<file path="src/rtl/multiplier_n_bits_seq.sv">
// Sequential N x N shift-add multiplier.
// A and B are buffered from a shared data bus. The block has a start/busy/done
// handshake, a signed/unsigned mode, and an accumulate mode with a sticky
// overflow flag.
module multiplier_n_bits_seq #(
    parameter int N = 8
) (
    input  logic           i_clk,
    input  logic           i_rst_n,
    input  logic [N-1:0]   i_data_in,
    input  logic           i_load_a,
    input  logic           i_load_b,
    input  logic           i_start,
    input  logic           i_signed_mode,
    input  logic           i_acc_mode,
    output logic           o_busy,
    output logic           o_done,
    output logic [2*N-1:0] o_result,
    output logic           o_overflow
);

    localparam int CW = $clog2(N + 1);

    typedef enum logic [1:0] {S_IDLE, S_RUN, S_DONE} state_t;

    state_t          r_state;
    logic [N-1:0]    r_a, r_b;
    logic [N-1:0]    r_mcand;     // multiplicand magnitude for this op
    logic [2*N-1:0]  r_pp;        // {partial sum, remaining multiplier bits}
    logic [CW-1:0]   r_cnt;
    logic            r_sign;      // product must be negated at the end
    logic            r_acc;
    logic            r_smode;

    logic [N-1:0]    w_a_neg, w_b_neg, w_a_mag, w_b_mag;
    logic [N:0]      w_add;
    logic [2*N-1:0]  w_pp_next, w_pp_neg, w_prod, w_base;
    logic [2*N:0]    w_sum;
    logic            w_ovf;

    // Operand magnitudes. Negating -2^(N-1) gives 2^(N-1), which is the
    // correct unsigned magnitude.
    assign w_a_neg = -r_a;
    assign w_b_neg = -r_b;
    assign w_a_mag = (i_signed_mode && r_a[N-1]) ? w_a_neg : r_a;
    assign w_b_mag = (i_signed_mode && r_b[N-1]) ? w_b_neg : r_b;

    // One shift-add step. The carry out of the upper half is shifted back in.
    assign w_add     = {1'b0, r_pp[2*N-1:N]} + {1'b0, (r_pp[0] ? r_mcand : {N{1'b0}})};
    assign w_pp_next = {w_add, r_pp[N-1:1]};

    // Final sign fix-up and accumulate. These are only consumed on the last RUN cycle.
    assign w_pp_neg = -w_pp_next;
    assign w_prod   = r_sign ? w_pp_neg : w_pp_next;
    assign w_base   = r_acc ? o_result : {(2*N){1'b0}};
    assign w_sum    = {1'b0, w_base} + {1'b0, w_prod};
    assign w_ovf    = r_acc & (r_smode
                    ? ((w_base[2*N-1] == w_prod[2*N-1]) && (w_sum[2*N-1] != w_base[2*N-1]))
                    : w_sum[2*N]);

    // Control FSM: operand buffers, datapath registers and registered outputs.
    always_ff @(posedge i_clk or negedge i_rst_n) begin
        if (!i_rst_n) begin
            r_state    <= S_IDLE;
            r_a        <= '0;
            r_b        <= '0;
            r_mcand    <= '0;
            r_pp       <= '0;
            r_cnt      <= '0;
            r_sign     <= 1'b0;
            r_acc      <= 1'b0;
            r_smode    <= 1'b0;
            o_busy     <= 1'b0;
            o_done     <= 1'b0;
            o_result   <= '0;
            o_overflow <= 1'b0;
        end else begin
            o_done <= 1'b0;
            if (r_state != S_RUN) begin
                if (i_load_a) r_a <= i_data_in;
                if (i_load_b) r_b <= i_data_in;
            end
            case (r_state)
                S_IDLE, S_DONE: begin
                    if (i_start) begin
                        // r_a/r_b here are the values from before any same-edge load.
                        r_mcand <= w_a_mag;
                        r_pp    <= {{N{1'b0}}, w_b_mag};
                        r_sign  <= i_signed_mode & (r_a[N-1] ^ r_b[N-1]);
                        r_acc   <= i_acc_mode;
                        r_smode <= i_signed_mode;
                        r_cnt   <= CW'(N);
                        if (!i_acc_mode) o_overflow <= 1'b0;
                        o_busy  <= 1'b1;
                        r_state <= S_RUN;
                    end else begin
                        r_state <= S_IDLE;
                    end
                end
                S_RUN: begin
                    r_pp  <= w_pp_next;
                    r_cnt <= r_cnt - 1'b1;
                    if (r_cnt == CW'(1)) begin
                        o_busy   <= 1'b0;
                        o_done   <= 1'b1;
                        o_result <= w_sum[2*N-1:0];
                        if (w_ovf) o_overflow <= 1'b1;
                        r_state  <= S_DONE;
                    end
                end
                default: r_state <= S_IDLE;
            endcase
        end
    end

endmodule

</file>
<file path="config.mk">
export PLATFORM = sky130hd
export DESIGN_NAME = multiplier_n_bits_seq
export DESIGN_NICKNAME = d
export VERILOG_FILES = /design/src/rtl/multiplier_n_bits_seq.sv
export SDC_FILE = /design/constraint.sdc
export NUM_CORES = 1
export LEC_CHECK = 0
export CAP_MARGIN = 20
export CELL_PAD_IN_SITES_DETAIL_PLACEMENT = 1
export CELL_PAD_IN_SITES_GLOBAL_PLACEMENT = 1
export CORE_ASPECT_RATIO = 1.2
export CORE_UTILIZATION = 46
export DETAILED_ROUTE_END_ITERATION = 8
export PLACE_DENSITY_LB_ADDON = 0.1
export SETUP_SLACK_MARGIN = 0.3
export SYNTH_ARGS = -nofsm -noshare
export SYNTH_HDL_FRONTEND = slang
export SYNTH_SLANG_ARGS = --single-unit
</file>
<file path="constraint.sdc">
create_clock -name i_clk -period 5.5 [get_ports i_clk]
set_clock_uncertainty 0.1 [all_clocks]
set_input_delay 0.55 -clock i_clk [delete_from_list [all_inputs] [get_ports i_clk]]
set_output_delay 0.55 -clock i_clk [all_outputs]
set_load 0.01 [all_outputs]
</file>
==> impl_metrics.py, run 1 <==
metrics = {
    "setup_path": {
        "worstSetupPathType": "register to register",
        "cp_num_buf_inv": 1,
        "cp.arrival_ps": 4490,
        "path_cells": "and2_1 > ha_1 > inv_1 > fa_1 > nand2b_1 > a21oi_1 > and2_1 > nor2_1 > or4_4 > o21ai_0 > xnor2_1 > ha_1 > a21o_1 > a2111oi_0 > o21ai_0 > a31oi_1 > nor3_1",
        "cpLargestDelayFamily": "compound AO/OA/AOI/OAI gates",
        "end_kind": "register",
        "path_max_fanout": 9,
        "worstSetupStartpointType": "register",
        "crit_slowest_cell": "or4_4",
        "slowest_delay_ps": 550,
        "cp.required_ps": 5660,
    },
    "cts": {
        "cts_root_buffer": "clkbuf_8",
        "postCtsHoldBufs": 0,
        "htreeDepth": 3,
        "cts_inserted_buffers": 9,
        "clkSinkCount": 68,
        "post_cts_buffers": 0,
        "clockBufferDepth": 2,
        "cts_resized": 0,
        "clkLatencyLatePin_ps": 370,
        "cts_tree": "built",
        "clk_pin_slew_ps": 90,
    },
    "placement": {
        "dpl.hpwl_um": 7920,
        "dp_cells": 604,
        "pre_cts_ws_ps": 1140,
        "place_area_um2": 4760,
        "port_buffers": 33,
        "gp_congestion": 0.812,
    },
    "route": {
        "detail-route-antenna-nets": 0,
        "wl_per_cell_um": 17.5,
        "drtIter0Drc": 177,
        "drc": 0,
        "drt_wl_total_um": 10800,
        "viasPerCell": 5.65,
        "vias": 3500,
        "first_pass_iters": 4,
    },
    "finish": {
        "diodes": 0,
        "multi_input_area_um2": 2480,
        "final_cell_mix": "dfrtp_1, nand2_1, o21ai_0",
        "layout.area.seq_um2": 1700,
        "final_nets": 541,
        "fin_area_um2": 5030,
        "final_common_cell": "dfrtp_1",
        "drive_above_1_share_pct": 8.60,
        "utilization_pct": 55.4,
        "nFillCells": 1053,
        "area_delta_synth_final_pct": 17.0,
        "layout.cells.non_filler": 620,
    },
    "global_route": {
        "grt_pass1_wl_um": 18200,
        "grt_pass1_vias": 3692,
        "grt-ovfl-total": 0,
        "grt_max_degree": 69,
        "antenna_found_initial": 0,
        "grtUsageTotal_pct": 24.0,
    },
    "sta": {
        "rsz0062_at_grt": "false",
        "min_period_over_period_pct": 78.7,
        "relSlewSlack_pct": 40.9,
        "setup-violations-final": 0,
        "finalSetupTns_ps": 0,
        "worst-slew-pin-transition_ps": 886,
        "hold_viol_final": 0,
        "setup_slack_ps": 1170,
        "fmax_ghz": 0.231,
        "drv_slew": 0,
        "fin_crit_ps": 4330,
        "worst_hold_slack_ps": 259,
    },
    "floorplanning": {
        "core_region_area_um2": 9080,
        "io_pins": 34,
        "start_util_pct": 47.4,
        "rows": 38,
        "design.die.area_um2": 9740,
        "die_h_um": 108,
        "die_w_um": 90.3,
    },
    "synthesis": {
        "synth_fa_ha_area_share_pct": 9.37,
        "yosys_register_bits": 68,
        "synthCells": 460,
        "synth_warnings": 0,
        "synth_top_family_by_area": "compound AO/OA/AOI/OAI gates",
        "synthesis.area_um2": 4300,
        "synthSimpleGateAreaFrac_pct": 17.6,
        "synthXorXnorAreaFrac_pct": 8.14,
        "async_reset_ff_share_pct": 100,
        "syn_nets": 506,
        "synth_compound_area_share_pct": 18.0,
        "avgSynthCellArea_um2": 9.35,
        "ys.flop_type": "dfrtp_1",
        "synth_cell_types": 48,
        "synth_edf_count": 0,
        "yosysSeqAreaShare_pct": 39.6,
        "muxShareOfSynthArea_pct": 4.65,
    },
    "power": {
        "p_switching_mw": 1.37,
        "switching_share_pct": 42.5,
        "power.internal_mw": 1.85,
        "p_leak_nw": 2.28,
        "power_mw": 3.22,
        "pwr-share-comb_pct": 52.6,
        "pwr-share-clk_pct": 17.8,
        "p_per_area_nw_per_um2": 641,
        "ir_drop_mv": 0.276,
        "seqPwrFrac_pct": 29.6,
    },
    "worst_hold_path": {
        "min_path_type": "input port to async pin",
    },
    "flow_run": {
        "maxCapViolations": 0,
    },
    "outcome": {
        "status": "completed",
    },
}
## flip-flops by register name, indices dropped and copies added, names as in the netlist
name        count
o_busy          1
o_done          1
o_overflow      1
o_result       16
r_a             8
r_acc           1
r_b             8
r_cnt           4
r_mcand         8
r_pp           16
r_sign          1
r_smode         1
r_state         2
## worst paths after layout
check                      cells after the start  slack (ps)            to        from
max                                           17        1170    o_overflow     r_pp[0]
min                                            2         260  o_result[14]     i_rst_n
max reg2reg                                   17        1170    o_overflow     r_pp[0]
min reg2reg                                    2         380    r_mcand[3]  r_mcand[3]
max in group asynchronous                      2        4430      r_pp[14]     i_rst_n
min in group i_clk                             2         380    r_mcand[3]  r_mcand[3]
## cell usage after synthesis (2+ instances only)
| cell | number | area share, % |
|---|---|---|
| xnor2_1 | 29 | 5.9 |
| o211ai_1 | 2 | 0.35 |
| nor2b_1 | 4 | 0.58 |
| mux2_2 | 16 | 4.2 |
| nor2_1 | 25 | 2.2 |
| nand4_1 | 3 | 0.44 |
| o31ai_1 | 9 | 1.6 |
| nand3b_1 | 2 | 0.35 |
| o31a_1 | 2 | 0.41 |
| xor2_1 | 11 | 2.2 |
| dfrtp_1 | 68 | 40 |
| nor3_1 | 9 | 1.0 |
| nor4_1 | 2 | 0.29 |
| and2_1 | 25 | 3.6 |
| a21o_1 | 8 | 1.4 |
| nand2b_1 | 6 | 0.87 |
| nand2_1 | 62 | 5.4 |
| o21ai_0 | 42 | 4.9 |
| a31oi_1 | 7 | 1.0 |
| or3_1 | 2 | 0.29 |
| inv_1 | 16 | 1.4 |
| a22o_1 | 6 | 1.2 |
| o21bai_1 | 4 | 0.70 |
| nor3b_1 | 4 | 0.70 |
| o21a_1 | 4 | 0.70 |
| a211oi_1 | 6 | 1.0 |
| ha_1 | 29 | 8.4 |
| mux2i_1 | 2 | 0.47 |
| fa_1 | 2 | 0.93 |
| clkbuf_1 | 12 | 1.0 |
| nand3_1 | 8 | 0.93 |
| a21oi_1 | 11 | 1.3 |
| a22oi_1 | 7 | 1.2 |
## routing by layer
metal	GRT usage, %	vias up	part of all wire (%)
li1	-	1697	-
met1	27.7	1739	43
met2	45.5	51	53
met3	3.38	13	1.8
met4	8.29	0	1.6
met5	0	-	0
## final cells by class
cell class / instances / share of cell area [%]
flip-flops and latches: 68 / 33.8
multi-input cells: 362 / 49.4
clock inverters: 6 / 2.69
clock buffers: 10 / 2.74
well taps: 120 / 2.98
inverters: 16 / 1.19
repair buffers: 38 / 7.21
## power by group through the flow
stage          registers [mW]  clock network [mW]  logic, mW
2_1_floorplan           0.902                   0       1.25
3_3_place_gp            0.946                   0       1.61
3_5_place_dp            0.962                   0       1.69
4_1_cts                 0.957               0.583       1.71
5_1_grt                 0.993               0.601       1.89
6_report                0.954               0.574       1.70
## cell families (layout without fill, tap and decap cells)
family / after synthesis / after routing
muxes: 18 / 18
DFF: 68 / 68
AOI/OAI and AO/OA: 117 / 117
adders and majority gates: 31 / 31
xor gates and xnor gates: 40 / 40
and+or+nand+nor: 156 / 156
buffers and inverters: 30 / 70
Note: power is estimated with default switching activity, not from simulation.
==> run 2: changes to the inputs <==
Settings changed: CORE_UTILIZATION 46 to 41.
Clock period 5.5 ns to 3.7 ns, I/O delays scaled along.
==> run 2 against run 1 <==
The flow now finishes with violations (negative setup slack). Die area up 12%. Largest cell class unchanged. Register-to-register slack worse by 1200 ps. Worst hold slack improved by 67 ps. Flip-flop and latch count stayed put.
==> impl_metrics.py, run 2 (synthesis results as in run 1) <==
metrics = {
    "floorplanning": {
        "die_w_um": 95.5,
        "core_region_area_um2": 10100,
        "die_h_um": 114,
        "design.die.area_um2": 10900,
        "start_util_pct": 42.5,
        "io_pins": 34,
        "rows": 40,
    },
    "setup_path": {
        "cpMostUsedCell": "and2_4",
        "slowest_delay_ps": 580,
        "worstSetupPathType": "register to register",
        "cp.arrival_ps": 3890,
        "cp.required_ps": 3810,
        "crit_slowest_cell": "or4_4",
        "worstSetupStartpointType": "register",
        "r2r_setup_slack_ps": -80,
        "reg2reg_from": "r_pp[0]",
        "reg2reg_depth": 17,
        "path_cells": "and2_4 > ha_4 > inv_2 > fa_2 > nand2b_4 > a21oi_4 > and2_4 > nor2_2 > or4_4 > o21ai_2 > xnor2_1 > ha_1 > a21o_1 > a2111oi_2 > o21ai_1 > a31oi_1 > nor3_1",
        "end_kind": "register",
        "path_max_fanout": 4,
        "r2r_end": "o_overflow",
    },
    "finish": {
        "nFillCells": 1112,
        "area_delta_synth_final_pct": 31.1,
        "diodes": 0,
        "layout.cells.non_filler": 668,
        "final_common_cell": "dfrtp_1",
        "drive_above_1_share_pct": 21.0,
        "final_cell_mix": "dfrtp_1, nand2_1, buf_4",
        "reg_top3": "o_result x16, r_pp x16",
        "fin_area_um2": 5640,
        "final_nets": 583,
    },
    "sta": {
        "setup-violations-final": 2,
        "relSlewSlack_pct": 32.8,
        "hold_viol_final": 0,
        "rsz0062_at_grt": "true",
        "setup_slack_ps": -78.9,
        "min_period_over_period_pct": 102,
        "drv_slew": 0,
        "worst-slew-pin-transition_ps": 1010,
        "fin_crit_ps": 3780,
        "fmax_ghz": 0.265,
    },
    "route": {
        "vias": 3663,
        "detail-route-antenna-nets": 0,
        "wl_per_cell_um": 17.4,
        "viasPerCell": 5.48,
        "drc": 0,
        "first_pass_iters": 4,
        "drtIter0Drc": 144,
        "drt_wl_total_um": 11600,
    },
    "outcome": {
        "status": "complete, but fails checks",
        "violations": "negative setup slack",
    },
    "power": {
        "power.internal_mw": 3.21,
        "pwr-share-comb_pct": 58.1,
        "p_switching_mw": 2.30,
        "ir_drop_mv": 0.399,
        "p_leak_nw": 2.56,
        "pwr-share-clk_pct": 16.2,
        "p_per_area_nw_per_um2": 978,
        "switching_share_pct": 41.7,
        "seqPwrFrac_pct": 25.8,
    },
    "global_route": {
        "grt-ovfl-total": 0,
        "grt_pass1_vias": 3848,
        "grt_pass1_wl_um": 18800,
        "grtUsageTotal_pct": 22.5,
        "grt_max_degree": 45,
        "antenna_found_initial": 0,
    },
    "worst_hold_path": {
        "min_path_type": "input port to async pin",
    },
    "cts": {
        "cts_root_buffer": "clkbuf_16",
        "cts_tree": "built",
        "clockBufferDepth": 2,
        "clk_pin_slew_ps": 60,
        "htreeDepth": 3,
        "cts_inserted_buffers": 9,
        "clkSinkCount": 68,
        "clkLatencyLatePin_ps": 340,
    },
    "placement": {
        "dpl.hpwl_um": 8150,
        "dp_cells": 638,
        "gp_congestion": 0.834,
        "place_area_um2": 5000,
        "port_buffers": 33,
    },
    "flow_run": {
        "maxCapViolations": 0,
    },
}
run 2: worst max path at each step:
stage	to	depth (start not counted)	slack (ps)	startpoint
floorplan	o_overflow	18	-80	r_pp[0]
global placement	o_overflow	16	-100	r_pp[0]
detailed placement	o_overflow	15	-240	r_pp[0]
CTS	o_overflow	16	-20	r_pp[0]
global route	o_overflow	16	-270	r_pp[0]
finish	o_overflow	17	-80	r_pp[0]
run 2: repair_timing:
item                                    CTS  global route
resized for setup                        23            18
endpoints found under the setup margin    6             6
pin swaps                                24            17
endpoints found under the hold margin     0             7
setup buffers                             7             5
hold buffers                              0             1
run 2: power by group through the flow:
stage | registers, mW | logic (mW) | clock network, mW
global placement | 1.40 | 2.68 | 0
detailed placement | 1.42 | 2.77 | 0
finish | 1.42 | 3.20 | 0.892
global route | 1.48 | 3.52 | 0.946
CTS | 1.42 | 2.97 | 0.914
floorplan | 1.34 | 1.89 | 0
run 2: area by class of cell:
| type | count | area (um^2) | area share (%) |
|---|---|---|---|
| clock buffers | 11 | 253 | 4.48 |
| clock inverters | 5 | 60.1 | 1.06 |
| inverters | 16 | 60.1 | 1.06 |
| multi-input cells | 362 | 2700 | 47.9 |
| flip-flops and latches | 68 | 1700 | 30.2 |
| well taps | 126 | 158 | 2.80 |
| repair buffers | 80 | 708 | 12.6 |
run 2: worst max-delay path: cells and delay by family, from the launching register on:
kind,cells,cell delay [ps]
AND/OR/NAND/NOR,6,1180
AO/OA/AOI/OAI,6,1070
adder cells (fa/ha/maj),3,800
flip-flops,1,400
XOR/XNOR,1,90
buffers and inverters,1,30
run 2: routing by layer:
layer  GRT usage (%)  share of wire (%)
met1            26.6                 43
met2            40.1                 52
met3            4.52                2.5
met4            7.66                1.9
met5               0                  0
run 2: stage by stage:
stage / total power, mW / util (%) / hold slack (ps) / setup TNS [ps] / setup WS [ps]
finish: 5.52 / 55.8 / 327 / -133 / -78.9
CTS: 5.31 / 54.1 / 174 / -37.3 / -19.9
global placement: 4.08 / 49.5 / 357 / -139 / -101
global route: 5.95 / 55.8 / 363 / -894 / -271
detailed placement: 4.19 / 49.5 / 362 / -480 / -244
floorplan: 3.23 / - / -25.6 / -80.8 / -80.8
